`config.mk`:
```
export PLATFORM = sky130hd
export DESIGN_NAME = multicycle_control
export DESIGN_NICKNAME = d
export VERILOG_FILES = /design/src/rtl/mc_pkg.sv /design/src/rtl/mc_opclass_decode.sv /design/src/rtl/multicycle_control.sv
export SDC_FILE = /design/constraint.sdc
export NUM_CORES = 1
export LEC_CHECK = 0
export BUFFER_PORTS_ARGS = -buffer_cell sky130_fd_sc_hd__buf_4
export CELL_PAD_IN_SITES_DETAIL_PLACEMENT = 1
export CELL_PAD_IN_SITES_GLOBAL_PLACEMENT = 1
export CORE_ASPECT_RATIO = 1.4
export CORE_MARGIN = 2
export CORE_UTILIZATION = 30
export CTS_CLUSTER_DIAMETER = 40
export DETAILED_ROUTE_END_ITERATION = 16
export GPL_TIMING_DRIVEN = 0
export HOLD_SLACK_MARGIN = 0.12
export PLACE_DENSITY = 0.82
export SETUP_SLACK_MARGIN = 0.02
export SKIP_CTS_REPAIR_TIMING = 1
export SYNTH_ARGS = -nofsm -noshare
export SYNTH_HDL_FRONTEND = slang
export SYNTH_SLANG_ARGS = --single-unit
```
`constraint.sdc`:
```
create_clock -name clk_i -period 2.5 [get_ports clk_i]
set_clock_uncertainty 0.05 [all_clocks]
set_input_delay 0 -clock clk_i [delete_from_list [all_inputs] [get_ports clk_i]]
set_output_delay 0 -clock clk_i [all_outputs]
set_load 0.01 [all_outputs]
```
`src/rtl/mc_pkg.sv`:
```
`default_nettype none
// ============================================================================
// mc_pkg : shared opcode/funct/aluOp/state constants for the multi-cycle control
// Rev 1.0
// ============================================================================
package mc_pkg;

   localparam logic [5:0] OP_RTYPE = 6'b000000;
   localparam logic [5:0] OP_J     = 6'b000010;
   localparam logic [5:0] OP_BEQ   = 6'b000100;
   localparam logic [5:0] OP_ADDI  = 6'b001000;
   localparam logic [5:0] OP_SLTI  = 6'b001010;
   localparam logic [5:0] OP_ANDI  = 6'b001100;
   localparam logic [5:0] OP_ORI   = 6'b001101;
   localparam logic [5:0] OP_XORI  = 6'b001110;
   localparam logic [5:0] OP_LW    = 6'b100011;
   localparam logic [5:0] OP_SW    = 6'b101011;

   localparam logic [5:0] FUNCT_SLL = 6'b000000;
   localparam logic [5:0] FUNCT_SRL = 6'b000010;

   localparam logic [3:0] ALUOP_ADD   = 4'b0000;
   localparam logic [3:0] ALUOP_SUB   = 4'b0001;
   localparam logic [3:0] ALUOP_RTYPE = 4'b0010;
   localparam logic [3:0] ALUOP_ADDI  = 4'b0011;
   localparam logic [3:0] ALUOP_ANDI  = 4'b0100;
   localparam logic [3:0] ALUOP_ORI   = 4'b0101;
   localparam logic [3:0] ALUOP_SLTI  = 4'b0110;
   localparam logic [3:0] ALUOP_XORI  = 4'b0111;
   localparam logic [3:0] ALUOP_SLL   = 4'b1000;
   localparam logic [3:0] ALUOP_SRL   = 4'b1001;
   localparam logic [3:0] ALUOP_ROTR  = 4'b1011;

   localparam logic [3:0] S_FETCH    = 4'd0;
   localparam logic [3:0] S_DECODE   = 4'd1;
   localparam logic [3:0] S_MEMADR   = 4'd2;
   localparam logic [3:0] S_MEMRD    = 4'd3;
   localparam logic [3:0] S_MEMWB    = 4'd4;
   localparam logic [3:0] S_MEMWR    = 4'd5;
   localparam logic [3:0] S_RTYPE_EX = 4'd6;
   localparam logic [3:0] S_SHIFT_EX = 4'd7;
   localparam logic [3:0] S_ITYPE_EX = 4'd8;
   localparam logic [3:0] S_ALU_WB   = 4'd9;
   localparam logic [3:0] S_BEQ      = 4'd10;
   localparam logic [3:0] S_JUMP     = 4'd11;
   localparam logic [3:0] S_FAULT    = 4'd12;

   localparam logic [2:0] CLS_MEM     = 3'd0;
   localparam logic [2:0] CLS_RTYPE   = 3'd1;
   localparam logic [2:0] CLS_SHIFT   = 3'd2;
   localparam logic [2:0] CLS_BEQ     = 3'd3;
   localparam logic [2:0] CLS_JUMP    = 3'd4;
   localparam logic [2:0] CLS_ITYPE   = 3'd5;
   localparam logic [2:0] CLS_ILLEGAL = 3'd6;

   localparam logic [1:0] SRCB_REGB  = 2'b00;
   localparam logic [1:0] SRCB_FOUR  = 2'b01;
   localparam logic [1:0] SRCB_IMM   = 2'b10;
   localparam logic [1:0] SRCB_IMMSH = 2'b11;

   localparam logic [1:0] PCSRC_ALU    = 2'b00;
   localparam logic [1:0] PCSRC_ALUOUT = 2'b01;
   localparam logic [1:0] PCSRC_JUMP   = 2'b10;

   // Funct 000010 doubles as srl or rotr depending on IR[21].
   function automatic logic [3:0] shift_aluop(input logic [5:0] funct, input logic rotr);
      if (funct == FUNCT_SLL) return ALUOP_SLL;
      return rotr ? ALUOP_ROTR : ALUOP_SRL;
   endfunction

endpackage
`default_nettype wire

```
`src/rtl/mc_opclass_decode.sv`:
```
`default_nettype none
// ============================================================================
// mc_opclass_decode : op/funct -> dispatch class and I-type aluOp (combinational)
// Rev 1.0
// ============================================================================
module mc_opclass_decode
   import mc_pkg::*;
(
   input  logic [5:0] i_op,
   input  logic [5:0] i_funct,
   output logic [2:0] o_class,
   output logic [3:0] o_itype_alu_op
);

   always_comb begin
      o_class        = CLS_ILLEGAL;
      o_itype_alu_op = ALUOP_ADD;
      case (i_op)
         OP_LW, OP_SW: o_class = CLS_MEM;
         OP_RTYPE:     o_class = ((i_funct == FUNCT_SLL) || (i_funct == FUNCT_SRL)) ?
                                 CLS_SHIFT : CLS_RTYPE;
         OP_BEQ:       o_class = CLS_BEQ;
         OP_J:         o_class = CLS_JUMP;
         OP_ADDI: begin
            o_class        = CLS_ITYPE;
            o_itype_alu_op = ALUOP_ADDI;
         end
         OP_ANDI: begin
            o_class        = CLS_ITYPE;
            o_itype_alu_op = ALUOP_ANDI;
         end
         OP_ORI: begin
            o_class        = CLS_ITYPE;
            o_itype_alu_op = ALUOP_ORI;
         end
         OP_SLTI: begin
            o_class        = CLS_ITYPE;
            o_itype_alu_op = ALUOP_SLTI;
         end
         OP_XORI: begin
            o_class        = CLS_ITYPE;
            o_itype_alu_op = ALUOP_XORI;
         end
         default: ;
      endcase
   end

endmodule
`default_nettype wire

```
`src/rtl/multicycle_control.sv`:
```
`default_nettype none
// ============================================================================
// multicycle_control : main control FSM for the multi-cycle MIPS datapath
// Rev 1.0
// ============================================================================
module multicycle_control
   import mc_pkg::*;
#(
   parameter int WAIT_LIMIT = 16,
   parameter int CNT_W      = 5
) (
   input  logic       clk_i,
   input  logic       rst_ni,
   input  logic       halt_i,
   input  logic [5:0] op_i,
   input  logic [5:0] funct_i,
   input  logic       rotr_i,
   input  logic       mem_ack_i,
   output logic       memRead_o,
   output logic       memWrite_o,
   output logic       iorD_o,
   output logic       irWrite_o,
   output logic       pcWrite_o,
   output logic       pcWriteCond_o,
   output logic [1:0] pcSrc_o,
   output logic       aluSrcA_o,
   output logic [1:0] aluSrcB_o,
   output logic [3:0] aluOp_o,
   output logic       regDst_o,
   output logic       memToReg_o,
   output logic       regWrite_o,
   output logic       fault_o,
   output logic [3:0] state_o
);

   logic [3:0]       r_state;
   logic [3:0]       w_state_next;
   logic [CNT_W-1:0] r_wait_cnt;
   logic [CNT_W-1:0] w_wait_cnt_next;
   logic             r_reg_dst;
   logic             w_reg_dst_next;
   logic [2:0]       w_op_class;
   logic [3:0]       w_itype_alu_op;
   logic             w_req;
   logic             w_ack;
   logic             w_timeout;

   mc_opclass_decode u_decode (
      .i_op           (op_i),
      .i_funct        (funct_i),
      .o_class        (w_op_class),
      .o_itype_alu_op (w_itype_alu_op)
   );

   // A non-zero wait count in FETCH means a read is already outstanding, so halt is ignored.
   assign w_req = ((r_state == S_FETCH) && (!halt_i || (r_wait_cnt != '0))) ||
                  (r_state == S_MEMRD) || (r_state == S_MEMWR);
   assign w_ack     = w_req && mem_ack_i;
   assign w_timeout = w_req && !mem_ack_i && (r_wait_cnt == CNT_W'(WAIT_LIMIT - 1));

   assign w_wait_cnt_next = (w_req && !mem_ack_i && !w_timeout) ?
                            (r_wait_cnt + CNT_W'(1)) : '0;

   always_comb begin
      w_state_next   = r_state;
      w_reg_dst_next = r_reg_dst;
      if (w_timeout) begin
         w_state_next = S_FAULT;
      end else begin
         case (r_state)
            S_FETCH:  if (w_ack) w_state_next = S_DECODE;
            S_DECODE: begin
               case (w_op_class)
                  CLS_MEM:   w_state_next = S_MEMADR;
                  CLS_RTYPE: w_state_next = S_RTYPE_EX;
                  CLS_SHIFT: w_state_next = S_SHIFT_EX;
                  CLS_BEQ:   w_state_next = S_BEQ;
                  CLS_JUMP:  w_state_next = S_JUMP;
                  CLS_ITYPE: w_state_next = S_ITYPE_EX;
                  default:   w_state_next = S_FAULT;
               endcase
            end
            S_MEMADR: w_state_next = (op_i == OP_SW) ? S_MEMWR : S_MEMRD;
            S_MEMRD:  if (w_ack) w_state_next = S_MEMWB;
            S_MEMWR:  if (w_ack) w_state_next = S_FETCH;
            S_MEMWB:  w_state_next = S_FETCH;
            S_RTYPE_EX, S_SHIFT_EX: begin
               w_state_next   = S_ALU_WB;
               w_reg_dst_next = 1'b1;
            end
            S_ITYPE_EX: begin
               w_state_next   = S_ALU_WB;
               w_reg_dst_next = 1'b0;
            end
            S_ALU_WB, S_BEQ, S_JUMP: w_state_next = S_FETCH;
            S_FAULT:  w_state_next = S_FAULT;
            default:  w_state_next = S_FAULT;
         endcase
      end
   end

   always_ff @(posedge clk_i) begin
      if (!rst_ni) begin
         r_state    <= S_FETCH;
         r_wait_cnt <= '0;
         r_reg_dst  <= 1'b0;
      end else begin
         r_state    <= w_state_next;
         r_wait_cnt <= w_wait_cnt_next;
         r_reg_dst  <= w_reg_dst_next;
      end
   end

   assign state_o = r_state;

   // Outputs are forced to zero while reset is held, whatever state the register still holds.
   always_comb begin
      memRead_o     = 1'b0;
      memWrite_o    = 1'b0;
      iorD_o        = 1'b0;
      irWrite_o     = 1'b0;
      pcWrite_o     = 1'b0;
      pcWriteCond_o = 1'b0;
      pcSrc_o       = PCSRC_ALU;
      aluSrcA_o     = 1'b0;
      aluSrcB_o     = SRCB_REGB;
      aluOp_o       = ALUOP_ADD;
      regDst_o      = 1'b0;
      memToReg_o    = 1'b0;
      regWrite_o    = 1'b0;
      fault_o       = 1'b0;
      if (rst_ni) begin
         case (r_state)
            S_FETCH: begin
               aluSrcB_o = SRCB_FOUR;
               memRead_o = w_req;
               irWrite_o = w_ack;
               pcWrite_o = w_ack;
            end
            S_DECODE: aluSrcB_o = SRCB_IMMSH;
            S_MEMADR: begin
               aluSrcA_o = 1'b1;
               aluSrcB_o = SRCB_IMM;
            end
            S_MEMRD: begin
               memRead_o = 1'b1;
               iorD_o    = 1'b1;
            end
            S_MEMWB: begin
               regWrite_o = 1'b1;
               memToReg_o = 1'b1;
            end
            S_MEMWR: begin
               memWrite_o = 1'b1;
               iorD_o     = 1'b1;
            end
            S_RTYPE_EX: begin
               aluSrcA_o = 1'b1;
               aluOp_o   = ALUOP_RTYPE;
            end
            S_SHIFT_EX: begin
               aluSrcA_o = 1'b1;
               aluOp_o   = shift_aluop(funct_i, rotr_i);
            end
            S_ITYPE_EX: begin
               aluSrcA_o = 1'b1;
               aluSrcB_o = SRCB_IMM;
               aluOp_o   = w_itype_alu_op;
            end
            S_ALU_WB: begin
               regWrite_o = 1'b1;
               regDst_o   = r_reg_dst;
            end
            S_BEQ: begin
               aluSrcA_o     = 1'b1;
               aluOp_o       = ALUOP_SUB;
               pcWriteCond_o = 1'b1;
               pcSrc_o       = PCSRC_ALUOUT;
            end
            S_JUMP: begin
               pcWrite_o = 1'b1;
               pcSrc_o   = PCSRC_JUMP;
            end
            S_FAULT: fault_o = 1'b1;
            default: ;
         endcase
      end
   end

endmodule
`default_nettype wire

```
==> results.md, run 1 <==
- Status: complete, no violations
- Max_cap viols: 0
- Clock latency on the worst-skew pair: 0.25 ns
- CTS tree: done
- Post-Syn Area: 1150 um^2
- Htree depth: 1
- Register area share after synthesis: 17.3%
- Period utilization: 76.7%
- Syn Area/Cell: 6.92 um^2
- Hold_ws: 0.171 ns
- Critical path arrival: 1.87 ns
- DRC viols: 0
- Total power per unit cell area: 742 nW/um^2
- Total power: 1.14 mW
- Worst Hold Path EP: state_o[1]
- Largest net degree at the start of global routing: 11
- Maximum clock path buffer count: 2
- Final nets: 229
- # IOs: 40
- Netlist cell types: 51
- Crit path capture type: primary output
- Flops & latches, synth: 10
- Die area: 4370 um^2
- Total Neg Setup Slack: 0 ns
- Synthesis warning total: 0
- Min-Delay Startpoint: op_i[4]
- Least-Margin Pin Slew: 0.461 ns
- FF-to-FF path depth: 7
- CTS Buf Count: 3
- R2R Setup Slk: 0.61 ns
- Routed WL: 3900 um
- Global-route wire length before repair: 6520 um
- Hold Path Class: in -> reg
- Layout cell share with drive strength beyond 1: 28.4%
- Hpwl dp: 3040 um
- Antenna violations before repair: 0
- Die height: 77.4 um
- Die X: 56.4 um
- Per-cell routed wire length: 15.6 um
- Clock root buffer: clkbuf_8
- Routed Antenna Nets: 0
- Gr ovfl total: 0
- Drt pass-1 iters: 4
- Design Area, Final: 1540 um^2
- FF-to-FF End: state_o[2]
- # rows: 26
- Final hold vios: 0
- Slew Limit Fails: 0
- Core box area: 3680 um^2
- CP startpoint kind: flop
- Layout area overhead: 33.6%
- Relative slew slack: 69.2%
- Layout Cells excl Fill: 250
- Routed via count divided by cell count: 5.47
- RSZ-0062 raised after global routing: no
- Gate Count Post-Synth: 167
- Port buffer count: 36
- R2r startpoint: r_wait_cnt[0]
- Via count: 1,367
- Worst vdd ir: 0.374 mV
- Max Freq: 0.522 GHz
- Worst EP required: 2.45 ns
- Clk pin slew, worst setup/hold paths: 0.05 ns
- Placed cell areas: 1480 um^2
- Vias in the first global route: 1,467
- Initial core utilization: 31.4%
- GRT Total Usage: 18.5%
- Tmin final: 1.92 ns
- Worst-path fanout max: 10
- Pleak: 0.645 nW
- Dpl cells: 245
- Setup violators final: 0
- Synthesized Nets: 187
- Routability Congestion: 0.836
- Initial DRC Count: 45
- Kind of critical path: reg -> out
- Hold depth: 4
- ANT cells: 0
- CTS sink cnt: 10
## cells in the mapped netlist (all sizes together)
library cell / instances / area, um^2
and2b: 1 / 7.51
inv: 10 / 37.5
or3: 2 / 17.5
a311oi: 1 / 8.76
o41ai: 2 / 17.5
nor4: 2 / 18.8
nand2b: 7 / 43.8
a41oi: 1 / 8.76
and2: 4 / 27.5
ha: 3 / 37.5
nor4b: 1 / 8.76
nor2: 22 / 109
dfxtp: 10 / 200
o31ai: 1 / 7.51
clkbuf: 3 / 12.5
o31a: 1 / 8.76
xnor2: 3 / 26.3
a31oi: 3 / 18.8
a21o: 1 / 7.51
o2111a: 1 / 11.3
nand3: 6 / 30.0
a2111o: 1 / 11.3
o22a: 1 / 8.76
o2111ai: 1 / 8.76
a32oi: 1 / 8.76
o211ai: 1 / 7.51
o21ai: 10 / 50.0
and3b: 1 / 8.76
mux2: 1 / 11.3
buf: 10 / 50.1
nor2b: 4 / 25.0
o22ai: 4 / 38.8
nand3b: 3 / 22.5
nand2: 12 / 45.0
xor2: 2 / 17.5
a21oi: 12 / 60.1
a21boi: 3 / 22.5
nor3: 8 / 40.0
nor3b: 4 / 30.0
and3: 2 / 12.5
mux2i: 1 / 10.0
## cells in the final DEF, fill, tap and decap left out, types with 2 or more instances in the layout
master     n
buf_4     36
nor2_1    19
nand2_1   12
a21oi_1   12
inv_1     10
buf_2     10
dfxtp_1   10
o21ai_0    9
nor3_1     8
nand2b_1   7
nand3_1    6
nor3b_1    4
nor2b_1    4
clkbuf_8   4
nand3b_1   3
and2_1     3
xnor2_1    3
a31oi_1    3
o22ai_1    3
ha_1       3
and3_1     2
clkbuf_1   2
xor2_1     2
o41ai_1    2
a21boi_0   2
## metrics by stage
step | util [%] | setup WS, ns
after floorplan | - | 0.913
after global placement | 40.2 | 0.698
after detailed placement | 40.2 | 0.667
after CTS | 41.7 | 0.573
after global routing | 42.0 | 0.421
final | 42.0 | 0.583
## flip-flops by register name, summed over array words and instances, names as in the netlist
register    cells
r_wait_cnt      5
state_o         4
r_reg_dst       1
## report_power, final
group / switching (mW) / internal (mW)
clock network: 0.0766 / 0.140
registers: 0.0255 / 0.183
logic: 0.421 / 0.299
total: 0.524 / 0.621
## worst max path at each step
| stage | to | slack, ns | start | cells after the start |
|---|---|---|---|---|
| after detailed placement | state_o[2] | 0.67 | r_wait_cnt[0] | 7 |
| final | aluOp_o[2] | 0.58 | state_o[3] | 5 |
| after global routing | aluOp_o[2] | 0.42 | state_o[3] | 5 |
| after floorplan | state_o[2] | 0.91 | r_wait_cnt[0] | 7 |
| after CTS | aluOp_o[2] | 0.57 | state_o[3] | 5 |
| after global placement | state_o[2] | 0.70 | r_wait_cnt[0] | 7 |
## final cells by class
cell class,count,area [um^2]
plain buffers,13,62.6
clock buffers,4,55.1
fillers,487,2130
inverters,10,37.5
multi-input cells,134,855
flip-flops and latches,10,200
well taps,42,52.6
repair buffers,37,280
## worst max-delay path: stages, from the launching register on
cell and delay [ns]:
dfxtp_1 0.32, buf_2 0.21, buf_2 0.26, nand3b_1 0.23
nor4b_1 0.41, buf_4 0.19
## cells by family (layout without fill, tap and decap cells)
family / count (synthesis) / in the layout / share of synthesized area [%]
simple gates: 79 / 79 / 38.7
compound gates: 45 / 45 / 26.4
buf+inv: 23 / 64 / 8.67
flops: 10 / 10 / 17.3
xor+xnor: 5 / 5 / 3.79
fa+ha+maj: 3 / 3 / 3.25
mux: 2 / 2 / 1.84
## routing by layer
metal,GRT usage [%],up-vias,wire length [um]
met5,0,-,0
li1,-,672,-
met2,35.9,34,2160
met1,19.0,652,1520
met4,9.29,0,109
met3,1.33,9,116
No activity file was read; power rests on OpenSTA's default activity.
==> run 2: changes to the inputs <==
- clock period: 2.5 -> 2 ns (I/O delays scaled with it)
==> results.md, run 2 (synthesis gave the netlist of run 1 again) <==
- Min-Delay Startpoint: op_i[4] (unchanged)
- Max Freq: 0.539 GHz
- Relative slew slack: 68.6% (was 69.2%)
- CTS Buf Count: 3 (unchanged)
- Critical path arrival: 1.81 ns (was 1.87 ns)
- Die area: 4370 um^2 (unchanged)
- Clock latency on the worst-skew pair: 0.25 ns (about the same)
- Vias in the first global route: 1,467 (unchanged)
- Worst-path fanout max: 8 (was 10)
- DP Worst Slack: 0.167 ns (was 0.667 ns)
- Routed Antenna Nets: 0 (unchanged)
- Dpl cells: 245 (unchanged)
- R2r startpoint: r_wait_cnt[0] (unchanged)
- Die X: 56.4 um (unchanged)
- Layout Cells excl Fill: 252 (was 250)
- Crit path largest cell delay: 0.30 ns (was 0.41 ns)
- Worst EP required: 1.95 ns (was 2.45 ns)
- Die height: 77.4 um (unchanged)
- Clk pin slew, worst setup/hold paths: 0.05 ns (about the same)
- Layout area overhead: 36.3% (was 33.6%)
- Period utilization: 92.8%
- ANT cells: 0 (unchanged)
- Total Neg Setup Slack: 0 ns (unchanged)
- Final hold vios: 0 (unchanged)
- R2R Setup Slk: 0.17 ns (was 0.61 ns)
- Worst vdd ir: 0.477 mV (was 0.374 mV)
- Final Util: 42.8% (was 42.0%)
- Hpwl dp: 3040 um (unchanged)
- Drt pass-1 iters: 4 (unchanged)
- Layout cell share with drive strength beyond 1: 30.5% (was 28.4%)
- Hold Path Class: in -> reg (unchanged)
- Worst-path cell chain: buf_2 -> nor2_2 -> nand2_1 -> o22ai_4 -> nand3_1 -> a21oi_1 -> buf_4 (was buf_2 -> buf_2 -> nand3b_1 -> nor4b_1 -> buf_4)
- Pleak: 0.661 nW (was 0.645 nW)
- Least-Margin Pin Slew: 0.471 ns (was 0.461 ns)
- Kind of critical path: reg -> out (unchanged)
- Setup ws final: 0.145 ns (was 0.583 ns)
- Largest net degree at the start of global routing: 11 (unchanged)
- Max_cap viols: 0 (unchanged)
- Clock root buffer: clkbuf_8 (unchanged)
- Final nets: 231 (was 229)
- Hold depth: 4 (unchanged)
- Biggest register: r_wait_cnt (unchanged)
- Crit path capture type: primary output (unchanged)
- Routability Congestion: 0.836 (unchanged)
- Total power per unit cell area: 930 nW/um^2 (was 742 nW/um^2)
- Maximum clock path buffer count: 2 (unchanged)
- FF-to-FF End: state_o[2] (unchanged)
- CTS sink cnt: 10 (unchanged)
- RSZ-0062 raised after global routing: yes (was no)
- Routed via count divided by cell count: 5.42 (was 5.47)
- Slew Limit Fails: 0 (unchanged)
- # IOs: 40 (unchanged)
- CP startpoint kind: flop (unchanged)
- Global-route wire length before repair: 6520 um (unchanged)
- Per-cell routed wire length: 15.6 um (about the same)
- Core box area: 3680 um^2 (unchanged)
- Worst path slowest cell: dfxtp_1 (was nor4b_1)
- Htree depth: 1 (unchanged)
- CTS tree: done (unchanged)
- Total power: 1.46 mW (was 1.14 mW)
- FF-to-FF path depth: 7 (unchanged)
- Via count: 1,366 (was 1,367)
- Tmin final: 1.86 ns
- Gr ovfl total: 0 (unchanged)
- # rows: 26 (unchanged)
- Antenna violations before repair: 0 (unchanged)
- GRT Total Usage: 18.5% (unchanged)
- Commonest cells after routing, fill and taps aside: 38 x buf_4, 19 x nor2_1, 12 x a21oi_1 (was 36 x buf_4, 19 x nor2_1, 12 x nand2_1, 12 x a21oi_1)
- Worst Hold Path EP: state_o[1] (unchanged)
- Status: complete, no violations (unchanged)
- Commonest non-fill, non-tap cell in the layout: buf_4 (unchanged)
- Port buffer count: 36 (unchanged)
- DRC viols: 0 (unchanged)
- Largest register FFs: 5 (unchanged)
- Initial DRC Count: 34 (was 45)
- Setup violators final: 0 (unchanged)
- Initial core utilization: 31.4% (unchanged)
- Routed WL: 3930 um (was 3900 um)
-- run 2: changes by cell type in the layout (fill, tap and decap cells not counted), sizes merged --
cell	delta
buf	+2
-- run 2: through the flow --
step	area, um^2	hold slack (ns)
global route	1570	0.201
detailed placement	1480	0.331
finish	1570	0.178
CTS	1530	0.0815
global placement	1480	0.311
floorplan	1150	0.0497
-- run 2: metal layers --
| layer | routed length (um) | vias up | track usage [%] |
|---|---|---|---|
| li1 | - | 674 | - |
| met1 | 1490 | 645 | 19.0 |
| met2 | 2190 | 36 | 35.9 |
| met3 | 118 | 11 | 1.33 |
| met4 | 131 | 0 | 9.29 |
| met5 | 0 | - | 0 |
-- run 2: worst max path at each step --
stage / end / start / slack, ns
2_1_floorplan: state_o[2] / r_wait_cnt[0] / 0.41
3_3_place_gp: state_o[2] / r_wait_cnt[0] / 0.20
3_5_place_dp: state_o[2] / r_wait_cnt[0] / 0.17
4_1_cts: aluOp_o[2] / state_o[3] / 0.07
5_1_grt: aluOp_o[2] / state_o[3] / 0.03
6_report: pcWrite_o / state_o[2] / 0.14
-- run 2: report_power, final --
| part | switching (mW) | total (mW) | internal (mW) |
|---|---|---|---|
| combinational | 0.538 | 0.937 | 0.399 |
| sequential | 0.0319 | 0.261 | 0.229 |
| clock | 0.0920 | 0.266 | 0.174 |
| total | 0.662 | 1.46 | 0.802 |
-- run 2: area by class of cell --
cell class | count | area, um^2
fillers | 485 | 2100
multi-input cells | 134 | 871
repair buffers | 39 | 295
flip-flops and latches | 10 | 200
plain buffers | 13 | 62.6
clock buffers | 4 | 55.1
well taps | 42 | 52.6
inverters | 10 | 37.5
-- run 2: critical path: cells and delay by family, from the launching register on --
kind,cells,cell delay (ns)
buffers and inverters,2,0.32
flip-flops,1,0.30
AO/OA/AOI/OAI,2,0.41
AND/OR/NAND/NOR,3,0.52
==> run 3: changes to the inputs <==
- CORE_UTILIZATION: 30 -> 34
- PLACE_DENSITY: 0.82 -> 0.9
==> results.md, run 3 (synthesis gave the netlist of run 1 again) <==
- Clock root buffer: clkbuf_8 (unchanged)
- Die height: 73.0 um (was 77.4 um)
- DP Worst Slack: 0.152 ns (was 0.167 ns)
- Worst path slowest cell: dfxtp_1 (unchanged)
- Crit-path leading delay family: simple AND/OR/NAND/NOR gates (unchanged)
- DRC viols: 0 (unchanged)
- Worst vdd ir: 0.444 mV (was 0.477 mV)
- Setup violators final: 0 (unchanged)
- Worst-path fanout max: 10 (was 8)
- Vias in the first global route: 1,353 (was 1,467)
- Hold Path Class: in -> reg (unchanged)
- Per-cell routed wire length: 16.1 um (was 15.6 um)
- Worst-path cell chain: buf_2 -> nor2_4 -> nand2_1 -> o22ai_4 -> nand3_1 -> a21oi_1 -> buf_4 (was buf_2 -> nor2_2 -> nand2_1 -> o22ai_4 -> nand3_1 -> a21oi_1 -> buf_4)
- Layout cell share with drive strength beyond 1: 30.0% (was 30.5%)
- CP bufs+invs: 2 (unchanged)
- Global-route wire length before repair: 6200 um (was 6520 um)
- CTS tree: done (unchanged)
- Least-Margin Pin Slew: 0.449 ns (was 0.471 ns)
- Total power: 1.45 mW (was 1.46 mW)
- Slew Limit Fails: 0 (unchanged)
- ANT cells: 0 (unchanged)
- Clock latency on the worst-skew pair: 0.25 ns (about the same)
- FILL cells: 462 (was 485)
- Die X: 53.3 um (was 56.4 um)
- Biggest register: r_wait_cnt (unchanged)
- Core box area: 3320 um^2 (was 3680 um^2)
- Status: complete, no violations (unchanged)
- CTS sink cnt: 10 (unchanged)
- Via count: 1,404 (was 1,366)
- Initial DRC Count: 29 (was 34)
- Port buffer count: 36 (unchanged)
- Layout Cells excl Fill: 247 (was 252)
- Drt pass-1 iters: 4 (unchanged)
- Commonest cells after routing, fill and taps aside: 36 x buf_4, 19 x nor2_1, 12 x a21oi_1 (was 38 x buf_4, 19 x nor2_1, 12 x a21oi_1)
- Period utilization: 92.6% (was 92.8%)
- Max Freq: 0.540 GHz (was 0.539 GHz)
- RSZ-0062 raised after global routing: no (was yes)
- Tmin final: 1.85 ns (was 1.86 ns)
- Crit path capture type: primary output (unchanged)
- Gr ovfl total: 0 (unchanged)
- Routed Antenna Nets: 0 (unchanged)
- Relative slew slack: 69.9% (was 68.6%)
- Worst EP required: 1.95 ns (about the same)
- Die area: 3890 um^2 (was 4370 um^2)
- Total power per unit cell area: 935 nW/um^2 (was 930 nW/um^2)
- Pleak: 0.648 nW (was 0.661 nW)
- Total Neg Setup Slack: 0 ns (unchanged)
- Htree depth: 1 (unchanged)
- Max_cap viols: 0 (unchanged)
- Final hold vios: 0 (unchanged)
- CTS Buf Count: 3 (unchanged)
- Largest register FFs: 5 (unchanged)
- Antenna violations before repair: 0 (unchanged)
- # IOs: 40 (unchanged)
- Hpwl dp: 3140 um (was 3040 um)
- Crit path largest cell delay: 0.30 ns (about the same)
- # rows: 25 (was 26)
- Final nets: 228 (was 231)
- Dpl cells: 243 (was 245)
- CP startpoint kind: flop (unchanged)
- Critical path arrival: 1.80 ns (was 1.81 ns)
- Setup ws final: 0.149 ns (was 0.145 ns)
- Routed via count divided by cell count: 5.68 (was 5.42)
- Commonest non-fill, non-tap cell in the layout: buf_4 (unchanged)
- Clk pin slew, worst setup/hold paths: 0.05 ns (about the same)
- Routed WL: 3970 um (was 3930 um)
- Initial core utilization: 34.8% (was 31.4%)
- GRT Total Usage: 21.7% (was 18.5%)
- Layout area overhead: 33.9% (was 36.3%)
- Routability Congestion: 0.838 (was 0.836)
- Kind of critical path: reg -> out (unchanged)
- Largest net degree at the start of global routing: 11 (unchanged)
- Maximum clock path buffer count: 2 (unchanged)
## run 3: final cells by class
cell class / count / area, um^2 / area share, %
repair buffers: 36 / 270 / 17.5
clock buffers: 4 / 55.1 / 3.56
multi-input cells: 134 / 871 / 56.3
plain buffers: 13 / 62.6 / 4.05
well taps: 40 / 50.0 / 3.24
inverters: 10 / 37.5 / 2.43
flip-flops and latches: 10 / 200 / 12.9
## run 3: metal layers
layer,vias up,track usage (%),share of wire (%)
met4,0,11.7,3.4
met5,-,0,0
met2,43,40.6,55
met1,670,21.7,37
li1,677,-,-
met3,14,3.69,4.6
## run 3: worst paths after layout
kind	cells past startpoint	endpoint	from	slack (ns)
setup / recovery	7	pcWrite_o	state_o[1]	0.15
hold / removal	3	state_o[1]	rst_ni	0.09
setup reg to reg	7	state_o[1]	r_wait_cnt[0]	0.20
hold reg to reg	1	r_wait_cnt[0]	r_wait_cnt[0]	0.41
## run 3: stage by stage
step | hold WS, ns | area (um^2) | utilization (%)
4_1_cts | 0.0877 | 1530 | 46.2
3_5_place_dp | 0.319 | 1480 | 44.5
2_1_floorplan | 0.0497 | 1150 | -
6_report | 0.0888 | 1550 | 46.6
3_3_place_gp | 0.317 | 1480 | 44.5
5_1_grt | 0.123 | 1550 | 46.6
## run 3: report_power, final
group | total, mW | internal, mW | switching [mW]
sequential | 0.263 | 0.229 | 0.0343
clock | 0.266 | 0.174 | 0.0921
combinational | 0.917 | 0.375 | 0.542
total | 1.45 | 0.778 | 0.669
## run 3: tightest hold or removal path, delay by kind of cell
family	cells	cell delay (ns)
simple gates	2	0.21
buf+inv	1	0.13
